==> config.mk <==
export PLATFORM = sky130hd
export DESIGN_NAME = mem_line_bridge
export DESIGN_NICKNAME = d
export VERILOG_FILES = /design/src/rtl/mem_line_bridge.sv
export SDC_FILE = /design/constraint.sdc
export NUM_CORES = 1
export LEC_CHECK = 0
export BUFFER_PORTS_ARGS = -buffer_cell sky130_fd_sc_hd__buf_2
export CORE_MARGIN = 4
export CORE_UTILIZATION = 40
export DETAILED_ROUTE_END_ITERATION = 7
export HOLD_SLACK_MARGIN = 0.05
export PLACE_DENSITY = 0.69
export REMOVE_ABC_BUFFERS = 1
export SLEW_MARGIN = 15
export SYNTH_ARGS = -nofsm -noshare
export SYNTH_HDL_FRONTEND = slang
export SYNTH_SLANG_ARGS = --single-unit
==> constraint.sdc <==
create_clock -name clk -period 17.5 [get_ports clk]
set_input_delay 2.625 -clock clk [delete_from_list [all_inputs] [get_ports clk]]
set_output_delay 2.625 -clock clk [all_outputs]
set_load 0.01 [all_outputs]
==> src/rtl/mem_line_bridge.sv <==
// Cache-line bridge: each 128-bit core line read/write becomes one 8-beat x 16-bit host burst.
// Beats may arrive before, with, or after the command ack; completion waits for both.
module mem_line_bridge #(
  parameter logic [31:0] BASE_ADDR = 32'h0000_0000
) (
  input  logic         clk,
  input  logic         rst,
  input  logic         mem_request,
  input  logic         mem_rwn,
  input  logic [15:0]  mem_addr,
  input  logic [127:0] mem_write_data,
  output logic         mem_finish,
  output logic [127:0] mem_read_data,
  output logic         host_req,
  output logic         host_rwn,
  output logic         host_burst,
  output logic [31:0]  host_addr,
  input  logic         host_ack,
  output logic [1:0]   host_txm,
  output logic [15:0]  host_txd,
  input  logic         host_txd_ack,
  input  logic [15:0]  host_rxd,
  input  logic         host_rxd_vld
);
  typedef enum logic [1:0] {IDLE, CMD, DATA, FIN} state_t;
  state_t state_reg, state_next;

  logic [2:0]   beat_reg, beat_next;
  logic         beats_done_reg, beats_done_next;
  logic         cmd_acked_reg, cmd_acked_next;
  logic [127:0] wbuf_reg, wbuf_next;
  logic [127:0] rbuf_reg;
  wire  [127:0] rbuf_next;
  logic [15:0]  wbuf_word [8];
  logic         rwn_next;
  logic [31:0]  addr_next;
  logic         host_req_next, mem_finish_next;
  logic [127:0] mem_read_data_next;
  logic [15:0]  host_txd_next;

  logic start, active, beat_evt, last_evt, acked_now, done_now;
  logic [3:0] unused_addr_lsbs;

  assign unused_addr_lsbs = mem_addr[3:0];
  assign host_burst = 1'b1;
  assign host_txm   = 2'b00;

  // host_rwn / host_addr double as the latched command for the whole transfer.
  assign start     = (state_reg == IDLE) && mem_request;
  assign active    = (state_reg == CMD) || (state_reg == DATA);
  assign beat_evt  = active && !beats_done_reg && (host_rwn ? host_rxd_vld : host_txd_ack);
  assign last_evt  = beat_evt && (beat_reg == 3'd7);
  assign acked_now = cmd_acked_reg || ((state_reg == CMD) && host_ack);
  assign done_now  = beats_done_reg || last_evt;

  assign beat_next       = start ? 3'd0 : (beat_evt ? beat_reg + 3'd1 : beat_reg);
  assign beats_done_next = !start && done_now;
  assign cmd_acked_next  = !start && acked_now;
  assign rwn_next        = start ? mem_rwn : host_rwn;
  assign addr_next       = start ? BASE_ADDR + {16'b0, mem_addr[15:4], 4'b0} : host_addr;
  assign wbuf_next       = start ? mem_write_data : wbuf_reg;

  genvar gi;
  generate
    for (gi = 0; gi < 8; gi++) begin : g_beat
      assign rbuf_next[gi*16 +: 16] = (beat_evt && host_rwn && (beat_reg == 3'(gi)))
                                      ? host_rxd : rbuf_reg[gi*16 +: 16];
      assign wbuf_word[gi] = wbuf_next[gi*16 +: 16];
    end
  endgenerate

  always_ff @(posedge clk or posedge rst) begin
    if (rst) state_reg <= IDLE;
    else     state_reg <= state_next;
  end

  // Same-cycle ack and last beat in CMD skip DATA entirely.
  always_comb begin
    state_next = state_reg;
    case (state_reg)
      IDLE:    if (mem_request) state_next = CMD;
      CMD:     if (host_ack) state_next = done_now ? FIN : DATA;
      DATA:    if (acked_now && done_now) state_next = FIN;
      FIN:     state_next = IDLE;
      default: state_next = IDLE;
    endcase
  end

  always_comb begin
    host_req_next      = (state_next == CMD);
    mem_finish_next    = (state_next == FIN);
    mem_read_data_next = mem_read_data;
    if ((state_next == FIN) && host_rwn) mem_read_data_next = rbuf_next;
    host_txd_next      = wbuf_word[beat_next];
  end

  always_ff @(posedge clk or posedge rst) begin
    if (rst) begin
      beat_reg       <= 3'd0;
      beats_done_reg <= 1'b0;
      cmd_acked_reg  <= 1'b0;
      wbuf_reg       <= '0;
      rbuf_reg       <= '0;
      host_rwn       <= 1'b1;
      host_addr      <= 32'h0;
      host_req       <= 1'b0;
      mem_finish     <= 1'b0;
      mem_read_data  <= '0;
      host_txd       <= 16'h0;
    end else begin
      beat_reg       <= beat_next;
      beats_done_reg <= beats_done_next;
      cmd_acked_reg  <= cmd_acked_next;
      wbuf_reg       <= wbuf_next;
      rbuf_reg       <= rbuf_next;
      host_rwn       <= rwn_next;
      host_addr      <= addr_next;
      host_req       <= host_req_next;
      mem_finish     <= mem_finish_next;
      mem_read_data  <= mem_read_data_next;
      host_txd       <= host_txd_next;
    end
  end
endmodule

[After elaboration in Yosys (flattened, before gate mapping)]
Index checks and enable logic that the tools add are counted.
Storage, ports and cells
  RAM bits: 0
  latch bits: 0
  register bits: 422
  input port bits: 167
  word-level logic and storage cells: 72
  memories: 0
  ROM bits: 0
  output and inout port bits: 182
Cells by class
  shifts and indexed selects: 0
  bitwise operators: 1
  mux-type cells: 20
  magnitude comparators: 1
  eq/ne operators: 12
  div/mod/pow operators: 0
  add/subtract/negate cells: 1
  multiply operators: 0
  reductions and logical operators: 25
Operators by type and width (number)
  two-way mux 16 bit: 10
  two-way mux 128 bit: 1
  binary-select mux 16 bit (select 3 bit): 1
  logical AND 1 bit: 18
  == test 3 bit (second input constant): 4
  case mux 2 bit (4 select lines): 1
  == test 2 bit (second input constant): 3
  == test 3 x 2 -> 1 bit (second input constant): 2
  two-way mux 2 bit: 3
  two-way mux 3 bit: 2
  == test 2 x 1 -> 1 bit (second input constant): 2
  greater-or-equal comparator 4 bit (second input constant): 1
  inverter 3 -> 4 bit: 1
  adder 3 x 1 -> 3 bit (second input constant): 1
  == test 3 x 1 -> 1 bit (second input constant): 1
  logical NOT 3 bit: 1
  logical OR 1 bit: 3
  logical NOT 1 bit: 2
  logical NOT 2 bit: 1
  two-way mux 1 bit: 2

[Depth between registers and ports, before layout]
Gate-level depths: netlist (run 1).
  depth after elaboration: 11
  depth in mapped cells: 11
  depth with buffers taken out: 9

[Worst setup path before layout (run 1)]
No wires, ideal clock.
  path type: input -> register
  start point: input port host_txd_ack
  end point: register mem_read_data[100]
  data arrival time: 4.169 ns
  library setup time: 0.125 ns
  required time: 17.375 ns
  stages on the path: 8
  setup slack: 13.206 ns
  cells stage by stage: mux2_4 a31oi_2 o32ai_4 and2_1 nand2_1 buf_6 buf_6 mux2_4
On the way
  cells in the longest elaborated chain, start to end: 9
  elaborated cells between the ends (all ways): 14
  classes of those cells: eq/ne: 1; mux: 6; reduce/logical: 7
Ends and longest elaborated chain
  from (decl): line 21  | input logic host_txd_ack,
  two-way mux 1 bit *: line 51  | assign beat_evt = active && !beats_done_reg && (host_rwn ? host_rxd_vld : host_txd_ack);
  logical AND 1 bit *: line 51
  logical AND 1 bit *: line 52  | assign last_evt = beat_evt && (beat_reg == 3'd7);
  logical OR 1 bit *: line 54  | assign done_now = beats_done_reg || last_evt;
  two-way mux 1 bit / logical AND 1 bit (equally long branches): line 82, 83
  two-way mux 2 bit, on equally long branches: line 82, 83
  case mux 2 bit (4 select lines) *: line 80  | case (state_reg)
  named net state_next[0]: line 26  | state_t state_reg, state_next;
  == test 2 bit *
  named net mem_finish_next: line 37  | logic host_req_next, mem_finish_next;
  logical AND 1 bit *: line 93  | if ((state_next == FIN) && host_rwn) mem_read_data_next = rbuf_next;
  to (signal assigned): line 120  | mem_read_data <= mem_read_data_next;
  to (decl): line 13  | output logic [127:0] mem_read_data,
Mark *: on every way through the listed nets, which the timed path passes. The rest lies on a longest branch.
A chain may end at the register's enable or synchronous reset.

[Worst setup path after layout (run 1)]
  start point: input port host_rxd_vld
  end point: register host_txd[14]
On the way
  cells in the longest elaborated chain, start to end: 8
Ends and longest elaborated chain
  from (decl): line 23  | input logic host_rxd_vld
  two-way mux 1 bit: line 51
  logical AND 1 bit: line 51
  two-way mux 3 bit (2 in a row): line 56  | assign beat_next = start ? 3'd0 : (beat_evt ? beat_reg + 3'd1 : beat_reg);
  inverter 3 -> 4 bit (implied by the code): line 94  | host_txd_next = wbuf_word[beat_next];
  binary-select mux 16 bit (select 3 bit): line 94
  two-way mux 16 bit (implied by the code) (2 in a row): line 94
  named net host_txd_next[14]: line 39  | logic [15:0] host_txd_next;
  to (signal assigned): line 121  | host_txd <= host_txd_next;
  to (decl): line 20  | output logic [15:0] host_txd,
The timed path passes the listed nets, and every way through them passes these cells. The select of a mux whose other input is x is not followed.

==> out/qor.csv, run 1 <==
stage;metric;value;unit
clock_tree;htreeDepth;2;
setup_path;cp.arrival;5.54;ns
placed_design;place_congestion;0.844;
setup_path;timing.rr.start;state_reg[1];
floorplan;start_util;40.8;%
setup_path;cp_num_buf_inv;1;
floorplan;core_area;43500;um^2
sta;fmax;0.196;GHz
layout;final_cells;2358;
sta;worst_pin_slew;1.12;ns
synth;yosysWarnings;0;
setup_path;cp-end-kind;flip-flop;
placed_design;io_buffers;321;
drt;vias;11776;
floorplan;ios;349;
sta;setup_ws;12.40;ns
clock_tree;cts_sinks;422;
synth;synthMuxAreaShare;20.6;%
synth;synth-compound-area-share;4.28;%
setup_path;path_cells;buf_2 -> mux2i_1 -> nor2_1 -> a21oi_2 -> nor2_2 -> o221ai_1 -> a222oi_1;
setup_path;cpPeakStageDelay;0.88;ns
synth;synth_area_leaders;dfrtp_1 59%, mux2_4 10%, nand2_1 8.7%;
synth;synth-edff-count;0;
drt;wire_per_inst;19.3;um
synth;syn_area;17700;um^2
min_path;hold_class;reg2reg;
grt;grt_usage;18.7;%
sta;layout_worst_path_cycle_share;29.1;%
synth;synthAdderAreaFrac;0.706;%
pwr;p_leak;12.1;nW
sta;hold_viol;0;
pwr;powerDensity;110;nW/um^2
sta;setup_viol;0;
grt;grt_max_degree;148;
setup_path;r2r_cells;8;
placed_design;dp_slack;11.37;ns
layout;drive_above_1_share;38.7;%
sta;tns;0;ns
setup_path;startpoint_type;input pin;
clock_tree;cts_tree;built;
grt;grt.overflow.total;0;
sta;rsz0062_at_grt;false;
drt;drc;0;
synth;seq_area_frac_synth;59.6;%
synth;yosysTopAreaCellShare;59.5;%
grt;grt_pass1_wl;70300;um
floorplan;rows;76;
synth;synth-main-ff-cell;dfrtp_1;
clock_tree;post_cts_buffers;0;
job;maxCapViolCount;0;
clock_tree;clkTransAtPathRegs;0.06;ns
placed_design;dp.cells;2266;
drt;first_iter_violations;792;
clock_tree;numCtsBuffers;44;
setup_path;endpoint;host_txd[14];
sta;fin_hold_ws;0.467;ns
setup_path;critical_path_class;in2reg;
synth;yosysTopAreaCell;dfrtp_1;
layout;syn2layout_area_growth;19.9;%
layout;nets;1906;
synth;ys_ff_latch;422;
setup_path;slowest_stage;nor2_1;
drt;first_pass_iters;5;
floorplan;die-area;47700;um^2
synth;synth_most_common_cell;dfrtp_1;
synth;synth-simple-area-share;11.0;%
synth;postSynth.asyncResetShare;100;%
setup_path;reg2reg_to;host_txd[14];
sta;maxSlewHeadroom;25.1;%
sta;period_minus_slack;5.10;ns
floorplan;die_h;218;um
grt;antenna_found_initial;14;
floorplan;dieWidth;218;um
setup_path;cp.required;17.94;ns
layout;fillers;3895;
grt;grt_pass1_vias;12217;
setup_path;crit_path_start;host_rxd_vld;
clock_tree;cts_root_buf;clkbuf_16;
min_path;min_from;host_addr[5];
synth;synth_top_family_by_area;multiplexers;
synth;synth_commonest_cells;421 x dfrtp_1, 410 x nand2_1, 134 x mux2_2;
synth;syn_inst;1422;
setup_path;crit_cells;7;
setup_path;path_max_fanout;12;
placed_design;dp_hpwl;30100;um
synth;synthXorXnorAreaFrac;0.141;%
drt;viasPerCell;4.99;
outcome;outcome;completed;
synth;postSynthAreaPerCell;12.5;um^2
sta;timing.final.max_slew_violations;0;
setup_path;critPathTopFamily;simple AND/OR/NAND/NOR gates;
drt;final_antenna_net_count;0;
clock_tree;worstSkewPairLatency;0.56;ns
pwr;peakVddDrop;69.1;uV
clock_tree;cts_hold_buf;0;
synth;ys_types;61;
clock_tree;cts-resized-gates;0;
setup_path;r2r_setup_slack;13.79;ns
clock_tree;cts.path.max_buffers;3;
drt;wl;45400;um
pwr;power;0.00234;W
sta;finClkSkew;0.0121;ns
==> placed cells by master (no fill, tap or decap), drive strengths merged, types with 15 or more instances in the layout <==
cell type	netlist	layout
clkbuf	28	66
conb	2	23
buf	70	338
nor2	26	26
a21oi	15	15
o21ai	22	22
nand2	413	413
nand3	17	17
mux2	265	265
dfrtp	421	421
mux2i	21	21
==> metal layers <==
layer | vias to the layer above | routed length [um] | global-route usage (%)
met2 | 402 | 21700 | 30.1
met3 | 74 | 3390 | 5.48
li1 | 5390 | - | -
met4 | 14 | 949 | 5.25
met5 | - | 94 | 0
met1 | 5896 | 19300 | 24.7
==> worst min path at each step <==
stage | end | slack (ns) | depth (start not counted)
after floorplan | wbuf_reg[21] | 0.44 | 2
after global placement | wbuf_reg[4] | 0.45 | 2
after detailed placement | host_addr[5] | 0.46 | 2
after CTS | host_addr[5] | 0.47 | 2
after global routing | host_addr[15] | 0.48 | 2
final | host_addr[5] | 0.47 | 2
==> worst min-delay path, delay by kind of cell (launching register included) <==
kind / cells / cell delay [ns]
and+or+nand+nor: 2 / 0.10
DFF: 1 / 0.34
==> kinds of logic after synthesis <==
kind of cell    after synthesis
compound gates              101
xor+xnor                      2
fa+ha+maj                    10
buf+inv                     109
flops                       422
mux                         286
other cells                   2
simple gates                490
==> final cells by class <==
| class | instances | area (um^2) | area share [%] |
|---|---|---|---|
| antenna | 9 | 22.5 | 0.106 |
| clock buffer | 66 | 1330 | 6.25 |
| clock inverter | 15 | 140 | 0.660 |
| inverter | 11 | 48.8 | 0.230 |
| multi-input combinational | 912 | 6640 | 31.3 |
| sequential | 422 | 10600 | 49.7 |
| tap | 585 | 732 | 3.45 |
| timing repair buffer | 338 | 1770 | 8.32 |
==> report_power, final <==
group          total, W  switching [W]  internal [W]
registers       0.00101      0.0000168      0.000998
clock network  0.000938       0.000383      0.000554
logic          0.000391       0.000260      0.000131
total           0.00234       0.000660       0.00168
==> metrics by stage <==
step | util, % | area [um^2]
after floorplan | - | 17200
after global placement | 45.3 | 19700
after detailed placement | 45.3 | 19700
after CTS | 48.7 | 21200
after global routing | 48.8 | 21200
final | 48.9 | 21200
Power figures use the tool's default switching activity.
==> inputs of run 2 (changes only) <==
clock period = 5.3 ns   (was 17.5 ns; I/O delays follow)
==> run 2 against run 1 <==
  * Cell area barely moved
  * Count of clock-buffer cells in the layout fell by 1
  * Flip-flop and latch count did not move
  * Critical path type is now reg2reg
  * Critical endpoint is now host_txd[5]
==> out/qor.csv, run 2 (synthesis gave the netlist of run 1 again) <==
stage;metric;value;unit;change
placed_design;dpl_cell_area;19800;um^2;was 19700 um^2
layout;fin_util;48.9;%;about the same
layout;fillers;3906;;was 3895
clock_tree;numCtsBuffers;45;;was 44
sta;setup_viol;0;;unchanged
clock_tree;post_cts_buffers;0;;unchanged
drt;viasPerCell;4.95;;was 4.99
layout;nets;1908;;was 1906
sta;worst_pin_slew;0.973;ns;was 1.12 ns
sta;fmax;0.302;GHz;
sta;hold_viol;0;;unchanged
setup_path;slowest_stage;nor2_2;;was nor2_1
setup_path;cp.arrival;3.74;ns;was 5.54 ns
drt;route.met2.wl;20800;um;was 21700 um
sta;maxSlewHeadroom;34.7;%;was 25.1%
setup_path;path_cells;inv_1 -> ha_1 -> a21oi_2 -> nor2_2 -> o221ai_1 -> a222oi_1;;was buf_2 -> mux2i_1 -> nor2_1 -> a21oi_2 -> nor2_2 -> o221ai_1 -> a222oi_1
grt;grt_usage;18.4;%;was 18.7%
sta;finClkSkew;0.0188;ns;was 0.0121 ns
drt;vias;11662;;was 11.8k
drt;wire_per_inst;18.8;um;was 19.3 um
layout;syn2layout_area_growth;20.0;%;was 19.9%
grt;grt_max_degree;125;;was 148
setup_path;timing.rr.start;beat_reg[0];;was state_reg[1]
clock_tree;cts_tree;built;;unchanged
drt;wl;44300;um;was 45400 um
placed_design;dp_slack;1.80;ns;was 11.37 ns
drt;wl_met1;19300;um;about the same
setup_path;cpPeakStageDelay;0.61;ns;was 0.88 ns
setup_path;critPathTopFamily;compound AO/OA/AOI/OAI gates;;was simple AND/OR/NAND/NOR gates
sta;layout_worst_path_cycle_share;62.5;%;
floorplan;die-area;47700;um^2;unchanged
setup_path;crit_path_start;beat_reg[0];;was host_rxd_vld
floorplan;dieWidth;218;um;unchanged
layout;drive_above_1_share;38.8;%;was 38.7%
clock_tree;cts_root_buf;clkbuf_16;;unchanged
pwr;peakVddDrop;241;uV;was 69.1 uV
grt;antenna_found_initial;15;;was 14
clock_tree;cts_sinks;422;;unchanged
floorplan;start_util;40.8;%;unchanged
job;maxCapViolCount;0;;unchanged
setup_path;critical_path_class;reg2reg;;was in2reg
floorplan;ios;349;;unchanged
drt;drc;0;;unchanged
drt;first_iter_violations;768;;was 792
drt;first_pass_iters;5;;unchanged
sta;setup_ws;1.99;ns;was 12.40 ns
pwr;power;0.00771;W;was 0.00234 W
clock_tree;cts_hold_buf;0;;unchanged
grt;grt.overflow.total;0;;unchanged
pwr;p_leak;12.1;nW;about the same
clock_tree;worstSkewPairLatency;0.56;ns;about the same
drt;routed.top_layer;met5;;unchanged
placed_design;io_buffers;321;;unchanged
clock_tree;htreeDepth;2;;unchanged
sta;timing.final.max_slew_violations;0;;unchanged
floorplan;die_h;218;um;unchanged
drt;final_antenna_net_count;0;;unchanged
placed_design;dp_hpwl;29500;um;was 30100 um
clock_tree;cts-resized-gates;0;;unchanged
pwr;powerDensity;363;nW/um^2;was 110 nW/um^2
layout;final_area;21300;um^2;was 21200 um^2
clock_tree;cts.path.max_buffers;3;;unchanged
grt;grt_pass1_vias;12148;;was 12.2k
drt;wl_met3;3350;um;was 3390 um
sta;tns;0;ns;unchanged
grt;grt_pass1_wl;69300;um;was 70300 um
clock_tree;clkTransAtPathRegs;0.06;ns;about the same
outcome;outcome;completed;;unchanged
floorplan;core_area;43500;um^2;unchanged
placed_design;place_congestion;0.851;;was 0.844
sta;period_minus_slack;3.31;ns;
layout;final_common_cell;dfrtp_1;;unchanged
layout;layout_common_cells;421 x dfrtp_1, 408 x nand2_1, 321 x buf_2;;unchanged
floorplan;rows;76;;unchanged
setup_path;startpoint_type;flip-flop;;was input pin
setup_path;path_max_fanout;12;;unchanged
setup_path;cp.required;5.73;ns;was 17.94 ns
sta;rsz0062_at_grt;false;;unchanged
min_path;hold_class;in2async;;was reg2reg
setup_path;cp_num_buf_inv;1;;unchanged
setup_path;cp-end-kind;flip-flop;;unchanged
run 2: cell count changes in the layout (fill, tap and decap cells not counted), sizes merged:
cell / delta
inv: +3
clkinv: -3
clkbuf: -1
diode: -1
buf: +1
run 2: path summary, 6_finish.rpt:
path                                  to  slack, ns  cells past startpoint
max                          host_txd[5]       1.99                      6
min                         wbuf_reg[41]       0.41                      2
max reg2reg                  host_txd[5]       1.99                      6
min reg2reg                 wbuf_reg[76]       0.47                      2
max in group asynchronous    beat_reg[0]       3.67                      3
min in group clk           wbuf_reg[110]       0.43                      3
run 2: cell type report:
class	instances	area, um^2	share of cell area, %
sequential	422	10600	49.7
multi-input combinational	912	6640	31.2
timing repair buffer	339	1790	8.43
clock buffer	65	1320	6.22
tap	585	732	3.44
clock inverter	15	140	0.659
inverter	11	48.8	0.230
antenna	8	20.0	0.0942
run 2: metrics by stage:
stage | instances | hold slack (ns)
CTS | 2349 | 0.386
detailed placement | 2269 | 0.458
global route | 2352 | 0.388
global placement | 2269 | 0.451
floorplan | 1345 | 0.436
finish | 2357 | 0.410
run 2: report_power, final:
group / switching, W / internal (W) / total (W) / leakage (nW)
Combinational: 0.000847 / 0.000432 / 0.00128 / 5.53
Clock: 0.00125 / 0.00183 / 0.00308 / 0.731
Sequential: 0.0000533 / 0.00330 / 0.00335 / 5.86
Total: 0.00216 / 0.00556 / 0.00771 / 12.1
run 2: routing by layer:
metal,vias up,GRT usage [%]
met5,-,0
met4,14,4.44
met1,5787,24.9
li1,5381,-
met3,72,5.44
met2,408,29.3
